`config.mk`:
```
export PLATFORM = sky130hd
export DESIGN_NAME = multi_button_detect
export DESIGN_NICKNAME = d
export VERILOG_FILES = /design/src/rtl/btn_pkg.sv /design/src/rtl/btn_channel.sv /design/src/rtl/multi_button_detect.sv
export SDC_FILE = /design/constraint.sdc
export NUM_CORES = 1
export LEC_CHECK = 0
export ABC_CLOCK_PERIOD_IN_PS = 4790
export CORE_MARGIN = 5
export CORE_UTILIZATION = 58
export DETAILED_ROUTE_END_ITERATION = 8
export GPL_TIMING_DRIVEN = 1
export PLACE_DENSITY = 0.78
export SYNTH_ARGS = -nofsm -noshare
export SYNTH_HDL_FRONTEND = slang
export SYNTH_SLANG_ARGS = --single-unit
```
`constraint.sdc`:
```
create_clock -name clk -period 4.79 [get_ports clk]
set_input_delay 0.958 -clock clk [delete_from_list [all_inputs] [get_ports clk]]
set_output_delay 0.958 -clock clk [all_outputs]
set_load 0.005 [all_outputs]
```
`src/rtl/btn_pkg.sv`:
```
// Shared types and width helpers for the multi-channel button conditioner.
package btn_pkg;

   typedef enum logic [1:0] {
      IDLE    = 2'd0,
      PRESSED = 2'd1,
      HELD    = 2'd2
   } state_t;

   localparam int MIN_CNT_W = 1;

   // Bits needed for a counter spanning 0..n-1, never narrower than one bit.
   function automatic int cnt_w(input int n);
      if (n <= 2) return MIN_CNT_W;
      return $clog2(n);
   endfunction

endpackage

```
`src/rtl/btn_channel.sv`:
```
// One button channel: synchroniser, tick-sampled debouncer, edge pulses and
// the IDLE/PRESSED/HELD long-press / auto-repeat state machine.
module btn_channel
   import btn_pkg::*;
#(
   parameter int SYNC_STAGES  = 2,
   parameter int DB_SAMPLES   = 3,
   parameter int HOLD_TICKS   = 200,
   parameter int REPEAT_TICKS = 50
) (
   input  logic   i_clk,
   input  logic   i_rst,
   input  logic   i_tick,
   input  logic   i_btn,
   input  logic   i_repeat_en,
   output logic   o_level,
   output logic   o_press,
   output logic   o_release,
   output logic   o_long_press,
   output logic   o_repeat_pulse,
   output state_t o_state
);

   localparam int DB_W  = cnt_w(DB_SAMPLES);
   localparam int HLD_W = cnt_w(HOLD_TICKS);
   localparam int REP_W = cnt_w(REPEAT_TICKS);

   localparam logic [DB_W-1:0]  DB_LAST  = DB_W'(DB_SAMPLES - 1);
   localparam logic [HLD_W-1:0] HLD_LAST = HLD_W'(HOLD_TICKS - 1);
   localparam logic [REP_W-1:0] REP_LAST = REP_W'(REPEAT_TICKS - 1);

   logic [SYNC_STAGES-1:0] r_sync;
   logic [DB_W-1:0]        r_db_cnt;
   logic                   r_level;
   logic                   r_press;
   logic                   r_release;
   logic                   r_long;
   logic                   r_repeat;
   state_t                 r_state;
   logic [HLD_W-1:0]       r_hold_cnt;
   logic [REP_W-1:0]       r_rep_cnt;

   logic                   w_sync;
   logic                   w_differ;
   logic                   w_toggle;
   logic                   w_rise;
   logic                   w_fall;
   state_t                 w_state_nxt;
   logic [HLD_W-1:0]       w_hold_nxt;
   logic [REP_W-1:0]       w_rep_nxt;
   logic                   w_long_nxt;
   logic                   w_repeat_nxt;

   assign w_sync   = r_sync[SYNC_STAGES-1];
   assign w_differ = w_sync != r_level;
   assign w_toggle = i_tick && w_differ && (r_db_cnt == DB_LAST);
   assign w_rise   = w_toggle && !r_level;
   assign w_fall   = w_toggle && r_level;

   always_ff @(posedge i_clk) begin
      if (i_rst) begin
         r_sync    <= '0;
         r_db_cnt  <= '0;
         r_level   <= 1'b0;
         r_press   <= 1'b0;
         r_release <= 1'b0;
      end else begin
         r_sync    <= {r_sync[SYNC_STAGES-2:0], i_btn};
         r_press   <= w_rise;
         r_release <= w_fall;
         if (i_tick) begin
            if (!w_differ) begin
               r_db_cnt <= '0;
            end else if (w_toggle) begin
               r_level  <= ~r_level;
               r_db_cnt <= '0;
            end else if (r_db_cnt != DB_LAST) begin
               r_db_cnt <= r_db_cnt + DB_W'(1);
            end
         end
      end
   end

   always_ff @(posedge i_clk) begin
      if (i_rst) begin
         r_state    <= IDLE;
         r_hold_cnt <= '0;
         r_rep_cnt  <= '0;
         r_long     <= 1'b0;
         r_repeat   <= 1'b0;
      end else begin
         r_state    <= w_state_nxt;
         r_hold_cnt <= w_hold_nxt;
         r_rep_cnt  <= w_rep_nxt;
         r_long     <= w_long_nxt;
         r_repeat   <= w_repeat_nxt;
      end
   end

   // A debounced fall outranks any hold/repeat threshold landing on the same tick.
   always_comb begin
      w_state_nxt  = r_state;
      w_hold_nxt   = r_hold_cnt;
      w_rep_nxt    = r_rep_cnt;
      w_long_nxt   = 1'b0;
      w_repeat_nxt = 1'b0;
      if (w_fall) begin
         w_state_nxt = IDLE;
         w_hold_nxt  = '0;
         w_rep_nxt   = '0;
      end else begin
         case (r_state)
            IDLE: begin
               if (w_rise) begin
                  w_state_nxt = PRESSED;
                  w_hold_nxt  = '0;
               end
            end
            PRESSED: begin
               if (i_tick) begin
                  if (r_hold_cnt == HLD_LAST) begin
                     w_long_nxt  = 1'b1;
                     w_state_nxt = HELD;
                     w_rep_nxt   = '0;
                  end else begin
                     w_hold_nxt = r_hold_cnt + HLD_W'(1);
                  end
               end
            end
            HELD: begin
               if (!i_repeat_en) begin
                  w_rep_nxt = '0;
               end else if (i_tick) begin
                  if (r_rep_cnt == REP_LAST) begin
                     w_repeat_nxt = 1'b1;
                     w_rep_nxt    = '0;
                  end else begin
                     w_rep_nxt = r_rep_cnt + REP_W'(1);
                  end
               end
            end
            default: begin
               w_state_nxt = IDLE;
               w_hold_nxt  = '0;
               w_rep_nxt   = '0;
            end
         endcase
      end
   end

   assign o_level        = r_level;
   assign o_press        = r_press;
   assign o_release      = r_release;
   assign o_long_press   = r_long;
   assign o_repeat_pulse = r_repeat;
   assign o_state        = r_state;

endmodule

```
`src/rtl/multi_button_detect.sv`:
```
// N-channel push-button conditioner: one shared sample-tick generator feeding
// N independent button channels.
module multi_button_detect
   import btn_pkg::*;
#(
   parameter int N_BTN        = 5,
   parameter int TICK_DIV     = 250_000,
   parameter int SYNC_STAGES  = 2,
   parameter int DB_SAMPLES   = 3,
   parameter int HOLD_TICKS   = 200,
   parameter int REPEAT_TICKS = 50
) (
   input  logic               clk,
   input  logic               rst,
   input  logic [N_BTN-1:0]   btn_in,
   input  logic [N_BTN-1:0]   repeat_en,
   output logic [N_BTN-1:0]   btn_level,
   output logic [N_BTN-1:0]   press,
   output logic [N_BTN-1:0]   btn_release,
   output logic [N_BTN-1:0]   long_press,
   output logic [N_BTN-1:0]   repeat_pulse,
   output state_t [N_BTN-1:0] dbg_state
);

   localparam int TICK_W = $clog2(TICK_DIV);
   localparam logic [TICK_W-1:0] TICK_LAST = TICK_W'(TICK_DIV - 1);

   logic [TICK_W-1:0] r_tick_cnt;
   logic              w_tick;

   assign w_tick = (r_tick_cnt == TICK_LAST);

   always_ff @(posedge clk) begin
      if (rst) begin
         r_tick_cnt <= '0;
      end else if (w_tick) begin
         r_tick_cnt <= '0;
      end else begin
         r_tick_cnt <= r_tick_cnt + TICK_W'(1);
      end
   end

   for (genvar g = 0; g < N_BTN; g++) begin : g_ch
      btn_channel #(
         .SYNC_STAGES  (SYNC_STAGES),
         .DB_SAMPLES   (DB_SAMPLES),
         .HOLD_TICKS   (HOLD_TICKS),
         .REPEAT_TICKS (REPEAT_TICKS)
      ) u_ch (
         .i_clk          (clk),
         .i_rst          (rst),
         .i_tick         (w_tick),
         .i_btn          (btn_in[g]),
         .i_repeat_en    (repeat_en[g]),
         .o_level        (btn_level[g]),
         .o_press        (press[g]),
         .o_release      (btn_release[g]),
         .o_long_press   (long_press[g]),
         .o_repeat_pulse (repeat_pulse[g]),
         .o_state        (dbg_state[g])
      );
   end

endmodule

```
# Word level (Yosys, flattened, before mapping)
# Cells that the tools add are included.
classes:
  n_addsub: 16
  multipliers: 0
  div: 0
  order_cmp: 0
  eq_ne: 66
  shift: 0
  muxes: 95
  n_bitwise: 26
  reduce_logical: 71
op_table:
  columns: ["operator", "count"]
  rows:
  - ["6-bit 2-to-1 mux", 25]
  - ["8-bit 2-to-1 mux", 15]
  - ["8-bit case mux with 3 select lines", 5]
  - ["6-bit case mux with 3 select lines", 5]
  - ["2-bit 2-to-1 mux", 30]
  - ["4-bit AND reduction", 15]
  - ["8-bit by 1-bit adder with 8-bit output (second input constant)", 5]
  - ["8-bit equality test (second input constant)", 5]
  - ["6-bit by 1-bit adder with 6-bit output (second input constant)", 5]
  - ["6-bit equality test (second input constant)", 5]
  - ["2-bit case mux with 3 select lines", 5]
  - ["2-bit != test (second input constant)", 14]
  - ["3-bit != test (second input constant)", 9]
  - ["1-bit inverter", 26]
  - ["5-bit OR reduction", 5]
  - ["2-bit by 1-bit != test with 1-bit output (second input constant)", 11]
  - ["2-bit equality test (second input constant)", 10]
  - ["1-bit logical AND", 20]
  - ["4-bit OR reduction", 5]
  - ["18-bit by 1-bit adder with 18-bit output (second input constant)", 1]
  - ["18-bit equality test (second input constant)", 1]
  - ["3-bit AND reduction", 5]
  - ["2-bit OR reduction", 6]
  - ["2-bit by 1-bit adder with 2-bit output (second input constant)", 5]
  - ["7 further kinds", 36]
word_totals:
  register_bits: 143
  latch_bits: 0
  ramBits: 0
  rom_bits: 0
  inputBits: 12
  out_inout_bits: 35
  word_cells: 325
  memories: 0

# Longest topological paths before layout
# Gate-level depths: netlist of the first run.
logic_depth:
  ltp_word: 6
  mapped_depth: 9
  mapped_depth_nobuf: 6

# Hierarchy
# Synthesis of the first run repeated with hierarchy kept, for this count alone.
unflattened:
  cells_unflattened: 864
  hier_area_um2: 7299.5
by_module_without_submodules:
  columns: ["module", "instances", "cells_each", "area_each_um2", "seq_area_each_um2"]
  rows:
  - ["btn_channel (g_ch[0].u_ch ...)", 4, 154, 1290.0, 500.5]
  - ["btn_channel (g_ch[4].u_ch)", 1, 156, 1318.8, 500.5]
  - ["multi_button_detect", 1, 92, 820.8, 360.3]

# Least setup slack after synthesis of the first run
# No wires, ideal clock.
synth_timing:
  path_type: "register -> register"
  start: "register r_tick_cnt[8]"
  end: "register g_ch[2].u_ch.r_db_cnt[1]"
  setup_ns: 0.067
  arrival_time_ns: 2.295
  t_required_ns: 4.723
  path_slack_ns: 2.428
  stages_incl_launch_ff: 7
  path_buffers: 1
  period_less_slack_ns: 2.362
  cell_sequence: "dfxtp_1 > or4_4 > or3_4 > buf_6 > or3_1 > or3b_1 > a21oi_2"
synth_between:
  elab_chain_cells: 5
  elab_cells_between_ends: 7
  cone_classes: "eq/ne: 2; mux: 2; reduce/logical: 3"
synth_rtl:
  columns: ["element", "line", "text"]
  rows:
  - ["start, declared", "multi_button_detect.sv:28", "logic [TICK_W-1:0] r_tick_cnt;"]
  - ["start signal, assigned", "multi_button_detect.sv:39", "r_tick_cnt <= r_tick_cnt + TICK_W'(1);"]
  - ["18-bit equality test *", "multi_button_detect.sv:31", "assign w_tick = (r_tick_cnt == TICK_LAST);"]
  - ["1-bit logical AND (2 in series)", "btn_channel.sv:56", "assign w_toggle = i_tick && w_differ && (r_db_cnt == DB_LAST);"]
  - ["3-bit != test (no line) / 2-bit 2-to-1 mux (equally long branches)", null, null]
  - ["2-bit AND reduction (no line) / 2-bit 2-to-1 mux (equally long branches)", null, null]
  - ["end signal, assigned", "btn_channel.sv:78", "r_db_cnt <= r_db_cnt + DB_W'(1);"]
  - ["end, declared", "btn_channel.sv:33", "logic [DB_W-1:0] r_db_cnt;"]
# Every way passes the cells marked *; elsewhere a longest branch is shown, timed or not.
# A chain may end at the register's enable or synchronous reset.

# Final worst setup path of the first run
layout_timing:
  start: "register r_tick_cnt[11]"
  end: "register g_ch[0].u_ch.r_hold_cnt[7]"
layout_between:
  elab_chain_cells: 6
  elab_cells_between_ends: 9
  cone_classes: "eq/ne: 3; reduce/logical: 6"
layout_rtl:
  columns: ["element", "line", "text"]
  rows:
  - ["18-bit equality test *", "multi_button_detect.sv:31", null]
  - ["1-bit logical AND (2 in series)", "btn_channel.sv:56", null]
  - ["1-bit logical AND", "btn_channel.sv:57", "assign w_rise = w_toggle && !r_level;"]
  - ["2-bit by 1-bit != test with 1-bit output (no line)", null, null]
  - ["4-bit AND reduction (no line)", null, null]
  - ["end signal, assigned", "btn_channel.sv:93", "r_hold_cnt <= w_hold_nxt;"]
  - ["end, declared", "btn_channel.sv:40", "logic [HLD_W-1:0] r_hold_cnt;"]
# Marks and branches as above.

==> results of run 1 <==
worst register-to-register path, delay by kind of cell (launching register included):
kind / cells / cell delay (ps)
flip-flops: 1 / 340
AND/OR/NAND/NOR: 4 / 2120
AO/OA/AOI/OAI: 1 / 270
buffers and inverters: 1 / 350
metal layers:
layer / GRT usage / part of all wire / routed length [um]
met4: 0.0966 / 0.022 / 364
met1: 0.293 / 0.44 / 7450
met2: 0.385 / 0.48 / 8040
met5: 0 / 0 / 0
met3: 0.0627 / 0.059 / 990
metrics by stage:
stage	power, mW	util	instance area, um^2	hold WS, ps
final	2.68	0.679	8260	441
after detailed placement	1.28	0.627	7620	428
after CTS	2.70	0.679	8260	444
after global placement	1.27	0.627	7620	420
after global routing	2.77	0.679	8260	464
after floorplan	1.26	-	7260	413
path summary, 6_finish.rpt:
check,start,to,depth (start not counted)
min,r_tick_cnt[0],r_tick_cnt[0],1
max reg2reg,r_tick_cnt[11],g_ch[0].u_ch.r_hold_cnt[7],6
max,r_tick_cnt[11],g_ch[0].u_ch.r_hold_cnt[7],6
min reg2reg,r_tick_cnt[0],r_tick_cnt[0],1
cell usage after synthesis, types with 9 or more instances:
cell type  instances
a21oi_1           51
a221o_1            9
a31oi_1           26
and3_1            26
buf_4             26
clkbuf_1          18
dfxtp_1          143
ha_1              16
inv_1             21
mux2i_1            9
nand2_1           54
nand2b_1          14
nand3_1           67
nand4_1           18
nand4b_1          10
nor2_1            79
nor2b_1           25
nor3_1            26
nor4_1            18
o21ai_0           24
or3_1             13
or4_1             13
xnor2_1           14
registers in the layout (all words and copies together) (netlist names):
register / flops
g_ch.u_ch.o_level: 5
g_ch.u_ch.o_long_press: 5
g_ch.u_ch.o_press: 5
g_ch.u_ch.o_release: 5
g_ch.u_ch.o_repeat_pulse: 5
g_ch.u_ch.o_state: 10
g_ch.u_ch.r_db_cnt: 10
g_ch.u_ch.r_hold_cnt: 40
g_ch.u_ch.r_rep_cnt: 30
g_ch.u_ch.r_sync: 10
r_tick_cnt: 18
layout make-up:
cell class / count / area [um^2] / area share
well taps: 168 / 210 / 0.0254
multi-input cells: 640 / 3990 / 0.483
clock buffers: 21 / 450 / 0.0545
flip-flops and latches: 143 / 2860 / 0.347
clock inverters: 11 / 188 / 0.0227
repair buffers: 50 / 485 / 0.0588
inverters: 21 / 78.8 / 0.00954
power breakdown:
group / switching (mW) / internal (mW) / leakage [nW]
clock: 0.501 / 0.933 / 0.303
sequential: 0.00464 / 1.20 / 1.15
combinational: 0.0307 / 0.0185 / 1.32
total: 0.536 / 2.15 / 2.78
cell families (layout without fill, tap and decap cells):
kind of cell             after synthesis  in the layout  share of synthesized area
AO/OA/AOI/OAI                        179            179                      0.166
flip-flops                           143            143                      0.394
XOR/XNOR                              21             21                     0.0253
multiplexers                          10             10                     0.0140
buffers and inverters                 80            103                     0.0572
AND/OR/NAND/NOR                      414            414                      0.316
adder cells (fa/ha/maj)               16             16                     0.0276
cell usage in the layout, fill, tap and decap left out, drive strengths merged, types with 21 or more instances in the layout:
| cell | instances |
|---|---|
| nand2 | 54 |
| clkbuf | 21 |
| clkdlybuf4s50 | 45 |
| nand3 | 67 |
| inv | 21 |
| nor2b | 25 |
| a21oi | 52 |
| dfxtp | 143 |
| nor3 | 29 |
| o21ai | 26 |
| a31oi | 26 |
| nor2 | 80 |
| and3 | 26 |
==> out/qor.yml, run 1 <==
clock_skew_ps: 6.72
cp_top_family: "simple AND/OR/NAND/NOR gates"
first_pass_grt_wire_length_um: 28700
synth_enable_flop_cells: 0
worst_skew_pair.late_latency_ps: 430
vias_in_the_first_global_route: 6268
finalHoldViolCount: 0
category_of_the_worst_setup_path_capture_point: "flop"
vdd.ir_drop.worst_v: 0.000344
signed_area_change_from_the_synthesized_netlist_to_the_final_layout_pct: 13.7
overflow: 0
synth_area_per_inst_um2: 8.42
die-area_um2: 14900
power.static_leakage_nw: 2.78
ys_seq_elements: 143
top_level_ports: 47
detailroute.via_count: 6594
run_status: "complete, no violations"
max_freq_mhz: 317
r2r_setup_slack_ps: 1640
design.final.nets: 901
detail_route.iter0.violations: 637
drv.max_cap_violation_count: 0
netlist_top_cells_area: "dfxtp_1 (39%), nand3_1 (4.6%), nor2_1 (4.1%), a21oi_1 (3.5%), nand2_1 (2.8%)"
cts_made_buffers: 17
antenna_violating_nets_left: 0
path_cells: "or4_4 -> nor3_4 -> buf_4 -> nand2_1 -> nor4_1 -> a221o_1"
buffer_ports.inserted: 46
post-place-cells: 1022
grtUsageTotal: 0.235
row_count: 40
synth_top_flop_cell: "dfxtp_1"
worst_pin_slew_ps: 1230
initial_utilization: 0.597
synth.top_cell.area_share: 0.394
routedWlPerCell_um: 16.0
critPathArrivalTime_ps: 3520
clock_root_cell: "clkbuf_16"
critical_path_required_ps: 5160
tritoncts_clock_tree: "built"
drive_above_1_share: 0.0643
cts_resized: 0
sequential_to_total_area_share_from_yosys_stat: 0.394
power_density_nw_per_um2: 325
post_cts.repair.setup_buffers: 0
worst_path_setup_slack_after_routing_ps: 1640
grt_setup_unrepaired: "false"
antenna_cells: 0
synthesis.instances: 863
setup_viols_final: 0
synthesis.area_um2: 7260
critical-path-max-stage-delay_ps: 860
dr.pass1.iters: 7
yosysWarningCount: 0
clk_pin_slew_worst_paths_ps: 60
fin_cells: 1054
final_report_max_slew_violation_count: 0
period_minus_slack_ps: 3150
dp_hpwl_um: 11300
drt-total-wl_um: 16800
grt_max_degree: 52
timing.hold.worst.class: "reg2reg"
worst_setup_path_start_kind: "flop"
cts_htree_levels: 4
netlist-cell-type-count: 70
fin_crit_sh: 0.658
async_reset_ff_frac: 0
route.detailed.drc: 0
timing.slew.headroom: 0.177
synthDominantAreaCellType: "dfxtp_1"
die_w_um: 122
cts.sinks: 143
die_height_um: 122
timing.setup.critical_path_class: "reg2reg"
ctsHoldBuffers: 0
timing.critical_path.slowest_stage_cell: "nor4_1"
vias_per_cell: 6.26
finalSetupTns_ps: 0
clock_tree.buffer_depth: 2
critical_path_peak_fanout: 33
fillCellCount: 996
synth_net_count: 891
pre_cts_slack_ps: 1710
initial_antenna_violation_count: 0
gp_congestion: 0.879
critical_path_buf_inv_count: 1
core_area_um2: 12200
(Power assumes the default switching activity.)
==> run 2: changes to the inputs <==
Settings changed: ABC_CLOCK_PERIOD_IN_PS 4790 to 2660, CORE_UTILIZATION 58 to 54, PLACE_DENSITY 0.78 to 0.77.
Clock period 4.79 ns to 2.66 ns, I/O delays scaled along.
==> run 2 against run 1 <==
  * Combinational power rose by 92%
  * Setup slack worse by 1500 ps
  * Register-to-register slack worse by 1500 ps
  * Global-route usage down 2.9 points
  * Cell area is 1.5% higher
  * Count of clock-buffer cells in the layout is 7 higher
  * Clock power is 71% higher
  * Highest routed layer unchanged
==> out/qor.yml, run 2 (synthesis gave the netlist of run 1 again) <==
run_status: "complete, no violations"
die_w_um: 126
mostFrequentLayoutCells: "dfxtp_1 (143), nor2_1 (79), nand3_1 (67), nand2_1 (54), a21oi_1 (51)"
clk_pin_slew_worst_paths_ps: 60
vias_in_the_first_global_route: 5875
clock_skew_ps: 6.45
clock_root_cell: "clkbuf_16"
die-area_um2: 15900
category_of_the_worst_setup_path_capture_point: "flop"
top_level_ports: 47
drive_above_1_share: 0.0821
power.static_leakage_nw: 2.86
route.detailed.drc: 0
max_freq_mhz: 402
fillCellCount: 1170
critical-path-max-stage-delay_ps: 580
fin_crit_sh: 0.935
dp_hpwl_um: 11000
drv.max_cap_violation_count: 0
largest_register_ffs: 40
timing.hold.worst.class: "reg2reg"
detailroute.via_count: 6519
worst_skew_pair.late_latency_ps: 420
core_area_um2: 13200
path_cells: "or4_4 -> or3_4 -> o41ai_1 -> a211oi_1 -> a221o_1"
routedWlPerCell_um: 15.3
tritoncts_clock_tree: "built"
vias_per_cell: 6.05
finalHoldViolCount: 0
critical_path_required_ps: 2970
timing.hold.ws_ps: 436
cts_htree_levels: 4
overflow: 0
signed_area_change_from_the_synthesized_netlist_to_the_final_layout_pct: 15.5
gp_congestion: 0.914
dr.pass1.iters: 6
first_pass_grt_wire_length_um: 27800
vdd.ir_drop.worst_v: 0.000486
cts_made_buffers: 17
final_report_max_slew_violation_count: 0
period_minus_slack_ps: 2490
worst_pin_slew_ps: 985
cts.sinks: 143
antenna_cells: 0
buffer_ports.inserted: 46
worst_setup_path_start_kind: "flop"
initial_utilization: 0.549
grt_max_degree: 51
initial_antenna_violation_count: 0
route.top_layer_used: "met4"
clock_tree.buffer_depth: 2
grt_setup_unrepaired: "false"
timing.setup.critical_path_class: "reg2reg"
design.final.nets: 916
wl_met3_um: 846
finalSetupTns_ps: 0
row_count: 42
setup_viols_final: 0
regMostFlops: "g_ch.u_ch.r_hold_cnt"
timing.slew.headroom: 0.340
detail_route.iter0.violations: 626
die_height_um: 126
grtUsageTotal: 0.206
ctsHoldBuffers: 0
critical_path_peak_fanout: 8
biggestRegsByFlops: "g_ch.u_ch.r_hold_cnt x40, g_ch.u_ch.r_rep_cnt x30, r_tick_cnt x18"
wl_met1_um: 7850
critPathArrivalTime_ps: 2800
timing.reg2reg.worst_path_depth: 5
post_cts.repair.setup_buffers: 0
power_density_nw_per_um2: 560
holdPathStages: 1
drt-total-wl_um: 16500
routed_met2_length_um: 7620
timing.critical_path.slowest_stage_cell: "or4_4"
mostFrequentLayoutCell: "dfxtp_1"
antenna_violating_nets_left: 0
## run 2: cell count changes in the layout (fill, tap and decap cells not counted), sizes merged
cell	before	now
buf	5	20
clkbuf	21	28
bufinv	5	2
clkinvlp	3	0
clkinv	3	2
## run 2: cell type report
type                            instances  area, um^2  area share
Tap cell                              176         220      0.0263
Clock buffer                           28         547      0.0652
Inverter                               21        78.8     0.00940
Multi-Input combinational cell        640        4000       0.477
Timing Repair Buffer                   65         611      0.0728
Sequential cell                       143        2860       0.341
Clock inverter                          4        70.1     0.00835
## run 2: per-stage QoR
step           worst slack [ps]  cells   util  total power [mW]  area [um^2]
3_3_place_gp                237   1045  0.586              2.30         7760
5_1_grt                    32.5   1077  0.633              4.84         8390
4_1_cts                     156   1077  0.632              4.73         8380
6_report                    173   1077  0.633              4.70         8390
3_5_place_dp                171   1045  0.586              2.30         7760
2_1_floorplan               298    863      -              2.27         7260
## run 2: where the power goes
group	switching, mW	leakage (nW)	internal (mW)
Sequential	0.00850	1.15	2.15
Clock	0.863	0.307	1.58
Combinational	0.0570	1.40	0.0375
Total	0.929	2.86	3.77
## run 2: routing by layer
metal  global-route usage  vias to the layer above
li1                     -                     3247
met1                0.282                     3089
met2                0.329                      163
met3               0.0466                       20
met4               0.0536                        0
met5                    0                        -
## run 2: timing repair
item / in CTS / in global routing
endpoints found under the hold margin: 0 / 0
resized for setup: 0 / 2
setup endpoints to repair: 0 / 6
## run 2: worst paths after layout
path / from / slack (ps) / to
setup / recovery: r_tick_cnt[8] / 170 / g_ch[0].u_ch.r_hold_cnt[3]
hold / removal: g_ch[4].u_ch.r_sync[0] / 440 / g_ch[4].u_ch.r_sync[1]
setup reg to reg: r_tick_cnt[8] / 170 / g_ch[0].u_ch.r_hold_cnt[3]
hold reg to reg: g_ch[4].u_ch.r_sync[0] / 440 / g_ch[4].u_ch.r_sync[1]
## run 2: critical path, delay by kind of cell, from the launching register on
family / cells / cell delay, ps
AOI/OAI and AO/OA: 3 / 1010
DFF: 1 / 330
and+or+nand+nor: 2 / 1050
